File: src/rtl/rtc_read_sequencer_if.sv
// Bus between the RTC read-address sequencer and the read-side bus controller.
// The controller supplies the walk controls. The sequencer returns the
// current register address and the handshake pulses.
interface rtc_read_sequencer_if #(
    parameter int ADDR_W = 8,
    parameter int IDX_W  = 5
);
    logic              enable;
    logic              mode_single;
    logic              start;
    logic              next;
    logic [ADDR_W-1:0] address;
    logic              addr_valid;
    logic              addr_strobe;
    logic [IDX_W-1:0]  index;
    logic              pass_done;
    logic              busy;

    // Sequencer side: drives the address and handshake outputs.
    modport master (
        input  enable, mode_single, start, next,
        output address, addr_valid, addr_strobe, index, pass_done, busy
    );

    // Bus-controller side: drives the walk controls.
    modport slave (
        output enable, mode_single, start, next,
        input  address, addr_valid, addr_strobe, index, pass_done, busy
    );
endinterface

File: src/rtl/rtc_read_sequencer.sv
// RTC register read-address sequencer.
// The sequencer walks range A (time block) and then range B (date block).
// It holds each address for HOLD_CYCLES clocks, or advances early when the
// controller pulses next.
// It runs either continuously (wrapping) or one pass per start pulse.
// When not sequencing, it drives IDLE_ADDR.
module rtc_read_sequencer #(
    parameter int                ADDR_W      = 8,
    parameter int                HOLD_W      = 12,
    parameter int                HOLD_CYCLES = 256,
    parameter logic [ADDR_W-1:0] BASE_A      = 8'h21,
    parameter int                COUNT_A     = 8,
    parameter logic [ADDR_W-1:0] BASE_B      = 8'h41,
    parameter int                COUNT_B     = 3,
    parameter logic [ADDR_W-1:0] IDLE_ADDR   = 8'hFF,
    parameter int                IDX_W       = 5
) (
    input  logic                 clk,
    input  logic                 reset,
    rtc_read_sequencer_if.master bus
);

    typedef enum logic [0:0] {
        ST_IDLE = 1'b0,
        ST_HOLD = 1'b1
    } state_t;

    // HOLD_CYCLES may equal 2^HOLD_W. Its terminal value therefore still fits in HOLD_W bits.
    localparam logic [HOLD_W-1:0] HOLD_LAST = HOLD_W'(HOLD_CYCLES - 1);
    localparam logic [IDX_W-1:0]  LAST_IDX  = IDX_W'(COUNT_A + COUNT_B - 1);
    localparam logic [IDX_W:0]    CNT_A_EXT = (IDX_W + 1)'(COUNT_A);

    state_t            state_r,   state_s;
    logic [IDX_W-1:0]  index_r,   index_s;
    logic [HOLD_W-1:0] cnt_r,     cnt_s;
    logic [ADDR_W-1:0] address_r, address_s;
    logic              valid_r,   valid_s;
    logic              strobe_r,  strobe_s;
    logic              done_r,    done_s;
    logic              busy_r,    busy_s;

    logic              go_idle_s;
    logic              load_s;
    logic [IDX_W-1:0]  load_idx_s;
    logic              advance_s;

    // Map a sequence position to its register address.
    // The arithmetic wraps modulo 2^ADDR_W.
    function automatic logic [ADDR_W-1:0] map_addr(input logic [IDX_W-1:0] idx);
        logic [ADDR_W-1:0] result;
        if ({1'b0, idx} < CNT_A_EXT) begin
            result = BASE_A + ADDR_W'(idx);
        end else begin
            result = BASE_B + ADDR_W'(idx) - ADDR_W'(COUNT_A);
        end
        return result;
    endfunction

    assign advance_s = (cnt_r == HOLD_LAST) || bus.next;

    // Next-state and next-output decision. Dropping enable overrides every other input.
    always_comb begin
        state_s    = state_r;
        index_s    = index_r;
        cnt_s      = cnt_r;
        address_s  = address_r;
        valid_s    = valid_r;
        strobe_s   = 1'b0;
        done_s     = 1'b0;
        busy_s     = busy_r;
        go_idle_s  = 1'b0;
        load_s     = 1'b0;
        load_idx_s = {IDX_W{1'b0}};

        if (!bus.enable) begin
            go_idle_s = 1'b1;
        end else begin
            case (state_r)
                ST_IDLE: begin
                    if (!bus.mode_single || bus.start) begin
                        load_s     = 1'b1;
                        load_idx_s = {IDX_W{1'b0}};
                    end else begin
                        go_idle_s = 1'b1;
                    end
                end
                ST_HOLD: begin
                    // A terminal count and next in the same cycle produce a single advance.
                    if (advance_s) begin
                        if (index_r == LAST_IDX) begin
                            done_s = 1'b1;
                            // mode_single matters only here, at the end of a pass.
                            if (bus.mode_single) begin
                                go_idle_s = 1'b1;
                            end else begin
                                load_s     = 1'b1;
                                load_idx_s = {IDX_W{1'b0}};
                            end
                        end else begin
                            load_s     = 1'b1;
                            load_idx_s = index_r + IDX_W'(1);
                        end
                    end else begin
                        load_s = 1'b0;
                    end
                end
                default: begin
                    go_idle_s = 1'b1;
                end
            endcase
        end

        if (go_idle_s) begin
            state_s   = ST_IDLE;
            index_s   = {IDX_W{1'b0}};
            cnt_s     = {HOLD_W{1'b0}};
            address_s = IDLE_ADDR;
            valid_s   = 1'b0;
            busy_s    = 1'b0;
        end else if (load_s) begin
            state_s   = ST_HOLD;
            index_s   = load_idx_s;
            cnt_s     = {HOLD_W{1'b0}};
            address_s = map_addr(load_idx_s);
            valid_s   = 1'b1;
            strobe_s  = 1'b1;
            busy_s    = 1'b1;
        end else begin
            cnt_s = cnt_r + HOLD_W'(1);
        end
    end

    // State and registered-output update with asynchronous active-low reset.
    always_ff @(posedge clk or negedge reset) begin
        if (!reset) begin
            state_r   <= ST_IDLE;
            index_r   <= {IDX_W{1'b0}};
            cnt_r     <= {HOLD_W{1'b0}};
            address_r <= IDLE_ADDR;
            valid_r   <= 1'b0;
            strobe_r  <= 1'b0;
            done_r    <= 1'b0;
            busy_r    <= 1'b0;
        end else begin
            state_r   <= state_s;
            index_r   <= index_s;
            cnt_r     <= cnt_s;
            address_r <= address_s;
            valid_r   <= valid_s;
            strobe_r  <= strobe_s;
            done_r    <= done_s;
            busy_r    <= busy_s;
        end
    end

    assign bus.address     = address_r;
    assign bus.addr_valid  = valid_r;
    assign bus.addr_strobe = strobe_r;
    assign bus.index       = index_r;
    assign bus.pass_done   = done_r;
    assign bus.busy        = busy_r;

endmodule

File: src/flat_wrapper.sv
// flat-port wrapper written by rule: the top's interface ports become plain ports
module rtc_read_sequencer_flat 
#(
    parameter int                ADDR_W      = 8,
    parameter int                HOLD_W      = 12,
    parameter int                HOLD_CYCLES = 256,
    parameter logic [ADDR_W-1:0] BASE_A      = 8'h21,
    parameter int                COUNT_A     = 8,
    parameter logic [ADDR_W-1:0] BASE_B      = 8'h41,
    parameter int                COUNT_B     = 3,
    parameter logic [ADDR_W-1:0] IDLE_ADDR   = 8'hFF,
    parameter int                IDX_W       = 5
)
  (clk, reset, bus_enable, bus_mode_single, bus_start, bus_next, bus_address, bus_addr_valid, bus_addr_strobe, bus_index, bus_pass_done, bus_busy);
  rtc_read_sequencer_if #(.ADDR_W(ADDR_W), .IDX_W(IDX_W)) bus_i ();
  input  logic clk;
  input  logic reset;
  input wire logic [$bits(bus_i.enable)-1:0] bus_enable;
  input wire logic [$bits(bus_i.mode_single)-1:0] bus_mode_single;
  input wire logic [$bits(bus_i.start)-1:0] bus_start;
  input wire logic [$bits(bus_i.next)-1:0] bus_next;
  output wire logic [$bits(bus_i.address)-1:0] bus_address;
  output wire logic [$bits(bus_i.addr_valid)-1:0] bus_addr_valid;
  output wire logic [$bits(bus_i.addr_strobe)-1:0] bus_addr_strobe;
  output wire logic [$bits(bus_i.index)-1:0] bus_index;
  output wire logic [$bits(bus_i.pass_done)-1:0] bus_pass_done;
  output wire logic [$bits(bus_i.busy)-1:0] bus_busy;
  assign bus_i.enable = bus_enable;
  assign bus_i.mode_single = bus_mode_single;
  assign bus_i.start = bus_start;
  assign bus_i.next = bus_next;
  assign bus_address = bus_i.address;
  assign bus_addr_valid = bus_i.addr_valid;
  assign bus_addr_strobe = bus_i.addr_strobe;
  assign bus_index = bus_i.index;
  assign bus_pass_done = bus_i.pass_done;
  assign bus_busy = bus_i.busy;
  rtc_read_sequencer #(.ADDR_W(ADDR_W), .HOLD_W(HOLD_W), .HOLD_CYCLES(HOLD_CYCLES), .BASE_A(BASE_A), .COUNT_A(COUNT_A), .BASE_B(BASE_B), .COUNT_B(COUNT_B), .IDLE_ADDR(IDLE_ADDR), .IDX_W(IDX_W)) u_core (.clk(clk), .reset(reset), .bus(bus_i));
endmodule
File: config.mk
export PLATFORM = sky130hd
export DESIGN_NAME = rtc_read_sequencer_flat
export DESIGN_NICKNAME = d
export VERILOG_FILES = /design/src/rtl/rtc_read_sequencer_if.sv /design/src/rtl/rtc_read_sequencer.sv /design/src/flat_wrapper.sv
export SDC_FILE = /design/constraint.sdc
export NUM_CORES = 1
export LEC_CHECK = 0
export ABC_AREA = 1
export BUFFER_PORTS_ARGS = -buffer_cell sky130_fd_sc_hd__buf_2
export CAP_MARGIN = 20
export CELL_PAD_IN_SITES_DETAIL_PLACEMENT = 1
export CELL_PAD_IN_SITES_GLOBAL_PLACEMENT = 2
export CORE_MARGIN = 2
export CORE_UTILIZATION = 34
export CTS_BUF_LIST = sky130_fd_sc_hd__clkbuf_2 sky130_fd_sc_hd__clkbuf_4 sky130_fd_sc_hd__clkbuf_8
export DETAILED_ROUTE_END_ITERATION = 8
export PLACE_DENSITY = 0.81
export SETUP_SLACK_MARGIN = 0.2
export SKIP_LAST_GASP = 1
export SYNTH_ARGS = -nofsm -noshare
export SYNTH_HDL_FRONTEND = slang
export SYNTH_SLANG_ARGS = --single-unit
File: constraint.sdc
create_clock -name clk -period 3.45 [get_ports clk]
set_input_delay 0.345 -clock clk [delete_from_list [all_inputs] [get_ports clk]]
set_output_delay 0.345 -clock clk [all_outputs]
set_load 0.01 [all_outputs]
==> impl_metrics.env, run 1 <==
export IMPL_ant_nets=0
export IMPL_yosysTopAreaCell="dfrtp_1"
export IMPL_htreeDepth=1
export IMPL_synth_area_per_cell_sq_um=8.68
export IMPL_cts_sinks=28
export IMPL_stdcell_count=240
export IMPL_synth_nets=177
export IMPL_slew_viol_final=0
export IMPL_fmaxAchievable_mhz=539
export IMPL_critPathArrivalTime_ns=2.06
export IMPL_synth_distinct_cells=31
export IMPL_rows=23
export IMPL_reg2reg_from="u_core.cnt_r[0]"
export IMPL_ys_seq_elements=28
export IMPL_final_nets=201
export IMPL_antenna_found_initial=0
export IMPL_holdCritPathClass="in2async"
export IMPL_clk_pin_slew_ns=0.10
export IMPL_worstMarginPinSlew_ns=0.646
export IMPL_drive_above_1_share=0.253
export IMPL_status="finished clean"
export IMPL_r2r_slack_ns=1.59
export IMPL_hold_buffers=0
export IMPL_clock_skew_ns=0.00335
export IMPL_portBuffers=22
export IMPL_crit_path_start_kind="flop"
export IMPL_period_needed_ns=1.86
export IMPL_antenna_cells=0
export IMPL_worst_setup_path_type="reg2reg"
export IMPL_synth_seq_area_share=0.490
export IMPL_yosysWarnings=0
export IMPL_routed_wl_microns=3080
export IMPL_grt_usage=0.137
export IMPL_synth_edf_count=0
export IMPL_cap_viol_max_count=0
export IMPL_die_w_microns=69.3
export IMPL_wl_per_cell_microns=12.8
export IMPL_syn_area_sq_um=1450
export IMPL_start_util=0.357
export IMPL_worstSkewPairLatency_ns=0.27
export IMPL_hold_viol=0
export IMPL_drtIter0Drc=31
export IMPL_cts_buffers=3
export IMPL_p_leak_nw=0.795
export IMPL_post_cts_buffers=0
export IMPL_place_congestion=0.781
export IMPL_dp_hpwl_microns=2340
export IMPL_fill_cells=497
export IMPL_grt_max_degree=29
export IMPL_overflow=0
export IMPL_worstPathMaxFanout=10
export IMPL_clockBufferDepth=2
export IMPL_setup_tns_final_ns=0
export IMPL_synth_top_area_share=0.345
export IMPL_holdWs_ns=0.0871
export IMPL_cts_resized=0
export IMPL_powerDensity_nw_per_um2=398
export IMPL_grt_pass1_wl_microns=5450
export IMPL_vias=1130
export IMPL_reg2reg_to="u_core.bus.address[4]"
export IMPL_critPathLaunch="u_core.cnt_r[0]"
export IMPL_drc=0
export IMPL_setup_viol=0
export IMPL_rr_worst_depth=12
export IMPL_placed_cells=236
export IMPL_area_growth_pct=14.8
export IMPL_dieArea_sq_um=4800
export IMPL_end_kind="flop"
export IMPL_synth_area_leaders="dfrtp_1 35%, dfstp_2 14%, inv_1 6.7%, nand2_1 6.7%, nor2_1 6.5%"
export IMPL_dr_pass1_iters=3
export IMPL_die_h_microns=69.3
export IMPL_cts_tree="built"
export IMPL_io_pins=23
export IMPL_peakVddDrop_uv=143
export IMPL_core_sq_um=4060
export IMPL_grt_setup_unrepaired="false"
export IMPL_crit_required_ns=3.65
export IMPL_period_share=0.538
export IMPL_synthArstFlopShare=1.00
export IMPL_synth_flop_cell="dfrtp_1"
export IMPL_drt_vias_per_instance=4.71
export IMPL_synthesis_instances=167
export IMPL_synth_commonest_cells="26 x inv_1, 26 x nand2_1, 25 x nor2_1, 20 x dfrtp_1, 10 x nand3_1"
export IMPL_root_buffer="clkbuf_8"
export IMPL_maxSlewHeadroom=0.569
export IMPL_utilization=0.410
export IMPL_grt_pass1_vias=1201
[layer usage]
metal / up-vias / GRT usage / wire length (microns)
met4: 0 / 0.0501 / 42
met2: 12 / 0.234 / 1540
met1: 544 / 0.174 / 1420
met5: - / 0 / 0
li1: 570 / - / -
met3: 4 / 0.0203 / 77
[cell type report]
cell class                 instances  area (sq um)  share of cell area
clock buffer                       3          41.3              0.0248
clock inverter                     1          30.0              0.0180
inverter                          28           108              0.0647
multi-input combinational        108           602               0.362
sequential                        28           711               0.427
tap                               50          62.6              0.0376
timing repair buffer              22           110              0.0662
[worst max-delay path, cell delays in order (launching register included)]
cell and delay [ns]:
dfrtp_1 0.42, ha_1 0.22, nand2_1 0.14, nor2_4 0.06
nand3_2 0.09, nand2_4 0.10, nand3_1 0.13, inv_1 0.06
ha_1 0.20, inv_1 0.06, nor2_1 0.04, o21bai_1 0.17
nand3b_1 0.09
[cell usage in the layout (no fill, tap or decap), drive strengths merged, types with 2 or more instances in the layout]
master  synthesis  routed
nand2          29      29
nand3          12      12
nor2           29      29
a31oi           2       2
a21oi           3       3
ha              4       4
buf             3      22
dfrtp          20      20
nor3            4       4
o21ai           9       9
nand4           2       2
inv            28      28
xnor2           2       2
clkbuf          0       3
dfstp           8       8
xor2            6       6
o22a            2       2
[where the power goes]
part	switching, W	total (W)	internal (W)
Combinational	0.0000355	0.0000536	0.0000182
Clock	0.000104	0.000259	0.000155
Sequential	0.00000679	0.000349	0.000343
Total	0.000146	0.000662	0.000516
[logic make-up after synthesis]
logic type | after synthesis | share of synthesized area
buffers and inverters | 31 | 0.0949
xor gates and xnor gates | 8 | 0.0483
adders and majority gates | 4 | 0.0345
and+or+nand+nor | 79 | 0.260
AOI/OAI and AO/OA | 17 | 0.0725
DFF | 28 | 0.490
[state kept, by name (all words and copies together), names as in the netlist]
| name | count |
|---|---|
| u_core.bus.busy | 1 |
| u_core.cnt_r | 12 |
| u_core.bus.addr_strobe | 1 |
| u_core.bus.pass_done | 1 |
| u_core.bus.index | 5 |
| u_core.bus.address | 8 |
[metrics by stage]
stage	power [W]	area [sq um]	worst slack, ns
finish	0.000662	1660	1.59
global route	0.000689	1660	1.34
CTS	0.000674	1660	1.56
detailed placement	0.000411	1590	1.58
global placement	0.000410	1590	1.58
floorplan	0.000387	1450	1.83
[worst max path at each step]
stage                       endpoint  slack (ns)  cells past startpoint
6_report       u_core.bus.address[4]        1.59                     12
5_1_grt        u_core.bus.address[4]        1.34                     12
4_1_cts        u_core.bus.address[3]        1.56                     10
2_1_floorplan  u_core.bus.address[4]        1.83                     12
3_3_place_gp   u_core.bus.address[4]        1.58                     12
3_5_place_dp   u_core.bus.address[3]        1.58                     10
(Power assumes the default switching activity.)
==> run 2: changes to the inputs <==
Clock period 3.45 ns to 1.8 ns, I/O delays scaled along.
==> impl_metrics.env, run 2 (same netlist as run 1, synthesis figures left out) <==
export IMPL_status="finished clean"
export IMPL_grt_pass1_vias=1381
export IMPL_overflow=0
export IMPL_place_congestion=0.797
export IMPL_end_kind="flop"
export IMPL_die_h_microns=69.3
export IMPL_cts_sinks=28
export IMPL_crit_top_cell="inv_2"
export IMPL_final_common_cell="nand2_1"
export IMPL_routed_wl_microns=3760
export IMPL_clock_skew_ns=0.00459
export IMPL_clockBufferDepth=2
export IMPL_path_cells="inv_2, ha_2, nand3_2, nand2_2, inv_1, nand3_4, inv_2, ha_4, inv_2, nor2_2, o21bai_1, nand3b_1"
export IMPL_grt_pass1_wl_microns=6080
export IMPL_dr_pass1_iters=4
export IMPL_grt_usage=0.153
export IMPL_cap_viol_max_count=0
export IMPL_setup_tns_final_ns=0
export IMPL_htreeDepth=1
export IMPL_grt_setup_unrepaired="true"
export IMPL_powerDensity_nw_per_um2=682
export IMPL_crit_path_start_kind="flop"
export IMPL_vias=1243
export IMPL_drc=0
export IMPL_drt_vias_per_instance=4.80
export IMPL_p_leak_nw=0.906
export IMPL_antenna_cells=0
export IMPL_grt_max_degree=29
export IMPL_worstMarginPinSlew_ns=0.631
export IMPL_placed_cells=241
export IMPL_setup_viol=0
export IMPL_max_stage_delay_ns=0.40
export IMPL_pwr_share_seq=0.507
export IMPL_cp_buffers_inverters=4
export IMPL_switchingPower_w=0.000304
export IMPL_maxSlewHeadroom=0.580
export IMPL_holdCritPathClass="in2reg"
export IMPL_worstPathMaxFanout=3
export IMPL_p_sw_frac=0.230
export IMPL_ant_nets=0
export IMPL_clk_pin_slew_ns=0.10
export IMPL_fill_cells=495
export IMPL_combPwrFrac=0.111
export IMPL_hold_viol=0
export IMPL_placed_area_sq_um=1650
export IMPL_cpLargestDelayFamily="simple AND/OR/NAND/NOR gates"
export IMPL_critPathArrivalTime_ns=1.89
export IMPL_drive_above_1_share=0.416
export IMPL_drtIter0Drc=41
export IMPL_period_needed_ns=1.69
export IMPL_root_buffer="clkbuf_8"
export IMPL_worst_setup_path_type="reg2reg"
export IMPL_portBuffers=22
export IMPL_crit_required_ns=2.00
export IMPL_rows=23
export IMPL_dp_hpwl_microns=2580
export IMPL_intPower_w=0.00102
export IMPL_cts_tree="built"
export IMPL_io_pins=23
export IMPL_cts_buffers=3
export IMPL_dieArea_sq_um=4800
export IMPL_worstSkewPairLatency_ns=0.27
export IMPL_largest_register="u_core.cnt_r"
export IMPL_start_util=0.357
export IMPL_area_growth_pct=33.5
export IMPL_antenna_found_initial=0
export IMPL_power_w=0.00132
export IMPL_fin_area_sq_um=1940
export IMPL_clkPwrFrac=0.381
export IMPL_fmaxAchievable_mhz=593
export IMPL_period_share=0.937
export IMPL_peakVddDrop_uv=301
export IMPL_wl_per_cell_microns=14.5
export IMPL_stdcell_count=259
export IMPL_final_cell_mix="24 x nand2_1, 22 x inv_1, 22 x buf_2"
export IMPL_largest_register_ffs=12
export IMPL_die_w_microns=69.3
export IMPL_slew_viol_final=0
export IMPL_core_sq_um=4060
export IMPL_final_nets=220
export IMPL_worst_path_max_delay_cell="dfrtp_1"
-- run 2: changes by cell type in the layout (fill, tap and decap cells not counted), sizes merged --
cell,previous run,this run
clkbuf,3,4
dlygate4sd3,0,1
buf,22,39
-- run 2: routing by layer --
layer	vias up	share of wire	track usage
li1	603	-	-
met1	626	0.40	0.170
met2	12	0.58	0.304
met3	2	0.015	0.0189
met4	0	0.0019	0.0370
met5	-	0	0
-- run 2: metrics by stage --
step | hold slack (ns) | util | worst slack, ns
final | 0.168 | 0.477 | 0.114
after global routing | 0.183 | 0.477 | 0.0171
after CTS | 0.163 | 0.445 | 0.165
after detailed placement | 0.250 | 0.406 | 0.0123
after global placement | 0.243 | 0.406 | 0.102
after floorplan | -0.116 | - | 0.207
-- run 2: final cells by class --
class / instances / area [sq um] / share of cell area
sequential: 28 / 711 / 0.367
multi-input combinational: 108 / 694 / 0.359
timing repair buffer: 41 / 289 / 0.149
inverter: 28 / 108 / 0.0556
tap: 50 / 62.6 / 0.0323
clock buffer: 3 / 41.3 / 0.0213
clock inverter: 1 / 30.0 / 0.0155
-- run 2: final timing paths --
| path | from | to | slack [ns] | cells after the start |
|---|---|---|---|---|
| hold reg to reg | u_core.bus.address[0] | u_core.bus.address[0] | 0.49 | 2 |
| min in group asynchronous | reset | u_core.cnt_r[9] | 0.45 | 2 |
| hold / removal | bus_enable | u_core.bus.pass_done | 0.17 | 3 |
| max in group asynchronous | reset | u_core.bus.busy | 0.95 | 2 |
| setup reg to reg | u_core.bus.index[0] | u_core.bus.address[4] | 0.11 | 12 |
| setup / recovery | u_core.bus.index[0] | u_core.bus.address[4] | 0.11 | 12 |
-- run 2: worst reg2reg max path: cells and delay by family (launching register included) --
family,cells,cell delay (ns)
AND/OR/NAND/NOR,5,0.45
buffers and inverters,4,0.28
flip-flops,1,0.40
adder cells (fa/ha/maj),2,0.35
AO/OA/AOI/OAI,1,0.14
-- run 2: repair_timing --
item                       in CTS  in global routing
hold endpoints to repair       20                  0
buffers inserted                6                  6
setup endpoints to repair      14                 14
pin swaps                       7                 11
hold buffers                    1                  0
gates cloned                    0                  1
resized for setup               7                 19
-- run 2: power by group through the flow --
stage / Clock, W / Combinational (W) / Sequential (W)
floorplan: 0 / 0.0000523 / 0.000689
global placement: 0 / 0.000114 / 0.000680
detailed placement: 0 / 0.000116 / 0.000681
CTS: 0.000515 / 0.000130 / 0.000669
global route: 0.000542 / 0.000163 / 0.000672
finish: 0.000503 / 0.000147 / 0.000669
